--- src/rtl/note_disp_pkg.sv ---
// Shared note codes, 7-segment patterns and the stored-digit layout for the
// multiplexed note display.
package note_disp_pkg;

  localparam logic [2:0] NOTE_C    = 3'b000;
  localparam logic [2:0] NOTE_D    = 3'b001;
  localparam logic [2:0] NOTE_E    = 3'b010;
  localparam logic [2:0] NOTE_F    = 3'b011;
  localparam logic [2:0] NOTE_G    = 3'b100;
  localparam logic [2:0] NOTE_A    = 3'b101;
  localparam logic [2:0] NOTE_B    = 3'b110;
  localparam logic [2:0] NOTE_REST = 3'b111;

  // Segment order {a,b,c,d,e,f,g}, active-high.
  localparam logic [6:0] SEG_C     = 7'b1001110;
  localparam logic [6:0] SEG_D     = 7'b0111101;
  localparam logic [6:0] SEG_E     = 7'b1001111;
  localparam logic [6:0] SEG_F     = 7'b1000111;
  localparam logic [6:0] SEG_G     = 7'b1011110;
  localparam logic [6:0] SEG_A     = 7'b1110111;
  localparam logic [6:0] SEG_B     = 7'b0011111;
  localparam logic [6:0] SEG_REST  = 7'b0000001;
  localparam logic [6:0] SEG_BLANK = 7'b0000000;

  typedef struct packed {
    logic       tom;
    logic [2:0] nota;
  } note_t;

endpackage

--- src/rtl/note_seg_decode.sv ---
// Combinational note-to-segment decoder; the octave bit lights the decimal point.
module note_seg_decode
  import note_disp_pkg::*;
(
  input  note_t      note_i,
  output logic [6:0] seg_o,
  output logic       dp_o
);

  always_comb begin
    seg_o = SEG_BLANK;
    dp_o  = note_i.tom;
    case (note_i.nota)
      NOTE_C:    seg_o = SEG_C;
      NOTE_D:    seg_o = SEG_D;
      NOTE_E:    seg_o = SEG_E;
      NOTE_F:    seg_o = SEG_F;
      NOTE_G:    seg_o = SEG_G;
      NOTE_A:    seg_o = SEG_A;
      NOTE_B:    seg_o = SEG_B;
      NOTE_REST: seg_o = SEG_REST;
    endcase
  end

endmodule

--- src/rtl/note_scan_display.sv ---
// Note shift register feeding a time-multiplexed 7-segment scanner with a
// blanking guard at the start of each digit slot.
module note_scan_display
  import note_disp_pkg::*;
#(
  parameter  int N_DIGITS = 4,
  parameter  int SCAN_DIV = 1000,
  parameter  int GUARD    = 1,
  localparam int CNT_W    = $clog2(N_DIGITS + 1)
) (
  input  logic                clk,
  input  logic                rst_n,
  input  logic                in_valid,
  output logic                in_ready,
  input  logic                tom,
  input  logic [2:0]          nota,
  input  logic                clr,
  output logic [6:0]          seg,
  output logic                dp,
  output logic [N_DIGITS-1:0] dig_en,
  output logic [CNT_W-1:0]    count
);

  localparam int PW = $clog2(SCAN_DIV);
  localparam int IW = $clog2(N_DIGITS);

  note_t [N_DIGITS-1:0] note_q, note_d;
  logic  [N_DIGITS-1:0] vld_q, vld_d;
  logic  [CNT_W-1:0]    cnt_q, cnt_d;
  logic  [PW-1:0]       presc_q, presc_d;
  logic  [IW-1:0]       idx_q, idx_d;
  logic  [6:0]          seg_q, seg_d;
  logic                 dp_q, dp_d;
  logic  [N_DIGITS-1:0] dig_en_q, dig_en_d;

  logic       xfer;
  logic [6:0] dec_seg;
  logic       dec_dp;

  assign in_ready = ~clr;
  assign xfer     = in_valid & in_ready;

  note_seg_decode u_dec (
    .note_i (note_q[idx_q]),
    .seg_o  (dec_seg),
    .dp_o   (dec_dp)
  );

  // Storage: newest note enters at digit 0, oldest falls off the top.
  always_comb begin
    note_d = note_q;
    vld_d  = vld_q;
    cnt_d  = cnt_q;
    if (clr) begin
      vld_d = '0;
      cnt_d = '0;
    end else if (xfer) begin
      note_d = {note_q[N_DIGITS-2:0], note_t'({tom, nota})};
      vld_d  = {vld_q[N_DIGITS-2:0], 1'b1};
      if (cnt_q != CNT_W'(N_DIGITS)) cnt_d = cnt_q + CNT_W'(1);
    end
  end

  // Scan timing is free-running and independent of loads/clears.
  always_comb begin
    presc_d = presc_q + PW'(1);
    idx_d   = idx_q;
    if (presc_q == PW'(SCAN_DIV - 1)) begin
      presc_d = '0;
      idx_d   = (idx_q == IW'(N_DIGITS - 1)) ? '0 : idx_q + IW'(1);
    end
  end

  always_comb begin
    dig_en_d = '1;
    if (presc_q >= PW'(GUARD)) dig_en_d[idx_q] = 1'b0;
    seg_d = vld_q[idx_q] ? dec_seg : SEG_BLANK;
    dp_d  = vld_q[idx_q] & dec_dp;
  end

  always_ff @(posedge clk or negedge rst_n) begin
    if (!rst_n) begin
      note_q   <= '0;
      vld_q    <= '0;
      cnt_q    <= '0;
      presc_q  <= '0;
      idx_q    <= '0;
      seg_q    <= SEG_BLANK;
      dp_q     <= 1'b0;
      dig_en_q <= '1;
    end else begin
      note_q   <= note_d;
      vld_q    <= vld_d;
      cnt_q    <= cnt_d;
      presc_q  <= presc_d;
      idx_q    <= idx_d;
      seg_q    <= seg_d;
      dp_q     <= dp_d;
      dig_en_q <= dig_en_d;
    end
  end

  assign seg    = seg_q;
  assign dp     = dp_q;
  assign dig_en = dig_en_q;
  assign count  = cnt_q;

endmodule

--- config.mk ---
export PLATFORM = sky130hd
export DESIGN_NAME = note_scan_display
export DESIGN_NICKNAME = d
export VERILOG_FILES = /design/src/rtl/note_disp_pkg.sv /design/src/rtl/note_seg_decode.sv /design/src/rtl/note_scan_display.sv
export SDC_FILE = /design/constraint.sdc
export NUM_CORES = 1
export LEC_CHECK = 0
export CORE_MARGIN = 1
export CORE_UTILIZATION = 30
export DETAILED_ROUTE_END_ITERATION = 10
export GPL_TIMING_DRIVEN = 0
export HOLD_SLACK_MARGIN = 0.06
export PLACE_DENSITY_LB_ADDON = 0.08
export SETUP_SLACK_MARGIN = 0.15
export SLEW_MARGIN = 15
export SYNTH_ARGS = -nofsm -noshare
export SYNTH_HDL_FRONTEND = slang
export SYNTH_SLANG_ARGS = --single-unit
--- constraint.sdc ---
create_clock -name clk -period 2.08 [get_ports clk]
set_input_delay 0.416 -clock clk [delete_from_list [all_inputs] [get_ports clk]]
set_output_delay 0.416 -clock clk [all_outputs]
set_load 0.02 [all_outputs]
==> results.json <==
{
  "insertedDiodeCount": 0,
  "track_usage_pct": 11.6,
  "clk_path_buf_depth": 2,
  "ctsRootBufferMaster": "clkbuf_8",
  "syn_nets": 188,
  "synth_flop_cell": "dfrtp_1",
  "layout-drive-gt1-share_pct": 21.8,
  "wl_per_cell_um": 12.2,
  "fin_crit_sh_pct": 87.9,
  "arrival_ps": 1410,
  "ys_ff_latch": 47,
  "period_needed_ps": 1830,
  "final_nets": 218,
  "critical_path.top_delay_family": "buffers and inverters",
  "grt_start_max_net_pins": 36,
  "netlist.area_leader.share_pct": 51.0,
  "path_clk_slew_ps": 80,
  "fillers": 655,
  "syn_inst": 171,
  "grt_pass1_wl_um": 6450,
  "post_synth_instance_area_mm2": 0.00211,
  "vias": 1317,
  "cts_tree": "done",
  "synth-seq-area-share_pct": 56.0,
  "rows": 30,
  "min_delay_path_depth": 2,
  "slew_headroom_pct": 74.4,
  "rsz0062_at_grt": "no",
  "r2r-start": "presc_q[1]",
  "dp_hpwl_um": 2590,
  "synthArstFlopShare_pct": 100,
  "yosys_warnings": 0,
  "worstSetupStartpoint": "dig_en[0]",
  "viasPerCell": 4.42,
  "avgSynthCellArea_um2": 12.3,
  "area_delta_synth_final_pct": 22.1,
  "ios": 24,
  "chipHeight_um": 85.9,
  "synth_edf_count": 0,
  "maxSlewViolCount": 0,
  "cap_viol_max_count": 0,
  "crit_chain": "clkdlybuf4s50_1",
  "grt_pass1_vias": 1308,
  "crit_path_top_delay_cell": "clkdlybuf4s50_1",
  "min_to": "vld_q[0]",
  "drc": 0,
  "ff2ff_setup_slack_ps": 360,
  "crit_required_ps": 1660,
  "antenna_found_initial": 0,
  "status": "complete, no violations",
  "start_kind": "flip-flop",
  "portBuffers": 21,
  "start_util_pct": 31.1,
  "synth_top_area_cell": "dfrtp_1",
  "overflow": 0,
  "ys_top_cells_by_area": "dfrtp_1, mux2_2, ha_1",
  "peakVddDrop_mv": 0.295,
  "path_max_fanout": 1,
  "crit_path_end_kind": "output port",
  "hp-start": "clr",
  "synth_commonest_cells": "dfrtp_1, nor2_1, mux2_2",
  "setup_viol": 0,
  "cts_buffers": 5,
  "ff2ff_path_depth": 6,
  "finalClockSkew_ps": 2.54,
  "postCtsSetupBuffers": 0,
  "die_w_um": 85.9,
  "hold_path.class": "in -> reg",
  "dr.first_iter.drc_count": 55,
  "worst_pin_slew_ps": 381,
  "first_pass_iters": 4,
  "fp.dieArea_mm2": 0.00738,
  "cts.sinks": 47,
  "power.leakage_nw": 1.14,
  "p_total_mw": 1.97,
  "insertion_delay_ps": 290,
  "path_buf_inv": 1,
  "place_congestion": 0.800,
  "yosysUniqueCellTypes": 36,
  "post-route-util_pct": 37.9,
  "htree_levels": 2,
  "drtAntennaViolNets": 0,
  "max_stage_delay_ps": 590,
  "fmaxAchievable_mhz": 547,
  "crit_type": "reg -> out",
  "finalHoldViolCount": 0,
  "routed_wl_um": 3640,
  "r2r_end": "idx_q[0]",
  "synth.most_common_cell": "dfrtp_1",
  "coreArea_mm2": 0.00679,
  "powerDensity_mw_per_mm2": 766
}
[where the power goes]
group	leakage [nW]	internal (mW)	switching, mW	total [mW]
sequential	0.583	1.02	0.0619	1.09
clock	0.0505	0.302	0.300	0.602
combinational	0.505	0.162	0.124	0.286
[state kept, by name, summed over array words and instances (netlist names)]
name / count
note_q: 16
presc_q: 10
seg: 7
dig_en: 4
vld_q: 4
count: 3
idx_q: 2
dp: 1
[repair_timing]
action / 4_1_cts / 5_1_grt
hold buffers: 1 / 0
setup endpoints to repair: 0 / 9
hold endpoints to repair: 10 / 0
gates resized for setup: 0 / 2
[area by class of cell]
type,instances,area (um2),share of cell area [%]
flip-flops and latches,47,1180,45.9
multi-input cells,110,870,33.7
repair buffers,23,235,9.13
well taps,96,120,4.66
clock buffers,7,96.3,3.74
plain buffers,6,36.3,1.41
inverters,8,30.0,1.17
clock inverters,1,7.51,0.291
[kinds of logic after synthesis]
group           synth area share, %
buf+inv                        3.14
simple gates                   12.9
fa+ha+maj                      5.34
mux                            15.4
xor+xnor                       2.90
flops                          56.0
compound gates                 4.33
[per-layer routing]
layer / GRT usage (%) / share of wire, % / vias up
met5: 0 / 0 / -
met4: 5.15 / 1.4 / 0
met3: 3.56 / 4.1 / 4
met2: 17.7 / 46 / 33
met1: 15.1 / 48 / 639
li1: - / - / 641
[worst max path at each step]
stage / to / cells past startpoint
after CTS: idx_q[0] / 6
after floorplan: note_q[0] / 5
final: dig_en[0] / 1
after detailed placement: idx_q[0] / 6
after global routing: idx_q[0] / 6
after global placement: note_q[9] / 1
[cell usage in the layout, fill, tap and decap left out, types with 2 or more instances in the layout]
master / Yosys / final
nor3_1: 2 / 2
buf_2: 5 / 6
nor2_1: 18 / 18
mux2_2: 17 / 17
nor2b_1: 2 / 2
xor2_1: 5 / 5
and3_1: 3 / 3
nand2b_1: 2 / 2
inv_1: 8 / 8
mux2i_1: 4 / 4
clkbuf_8: 0 / 7
dfstp_2: 4 / 4
o21ai_0: 4 / 4
a21oi_1: 5 / 5
and2_1: 3 / 3
ha_1: 9 / 9
clkdlybuf4s50_1: 0 / 20
xnor2_1: 2 / 2
dfrtp_1: 43 / 42
mux4_2: 3 / 3
nand3_1: 6 / 6
nand2_1: 10 / 10
[through the flow]
step | setup slack [ps] | instances | area, um2 | hold slack, ps | TNS [ps]
6_report | 252 | 298 | 2580 | 381 | 0
5_1_grt | 155 | 298 | 2580 | 366 | 0
4_1_cts | 198 | 298 | 2570 | 363 | 0
3_5_place_dp | 219 | 289 | 2460 | 335 | 0
3_3_place_gp | -681 | 288 | 2440 | 479 | -29930
2_1_floorplan | 488 | 171 | 2110 | 120 | 0
(Power assumes the default switching activity.)
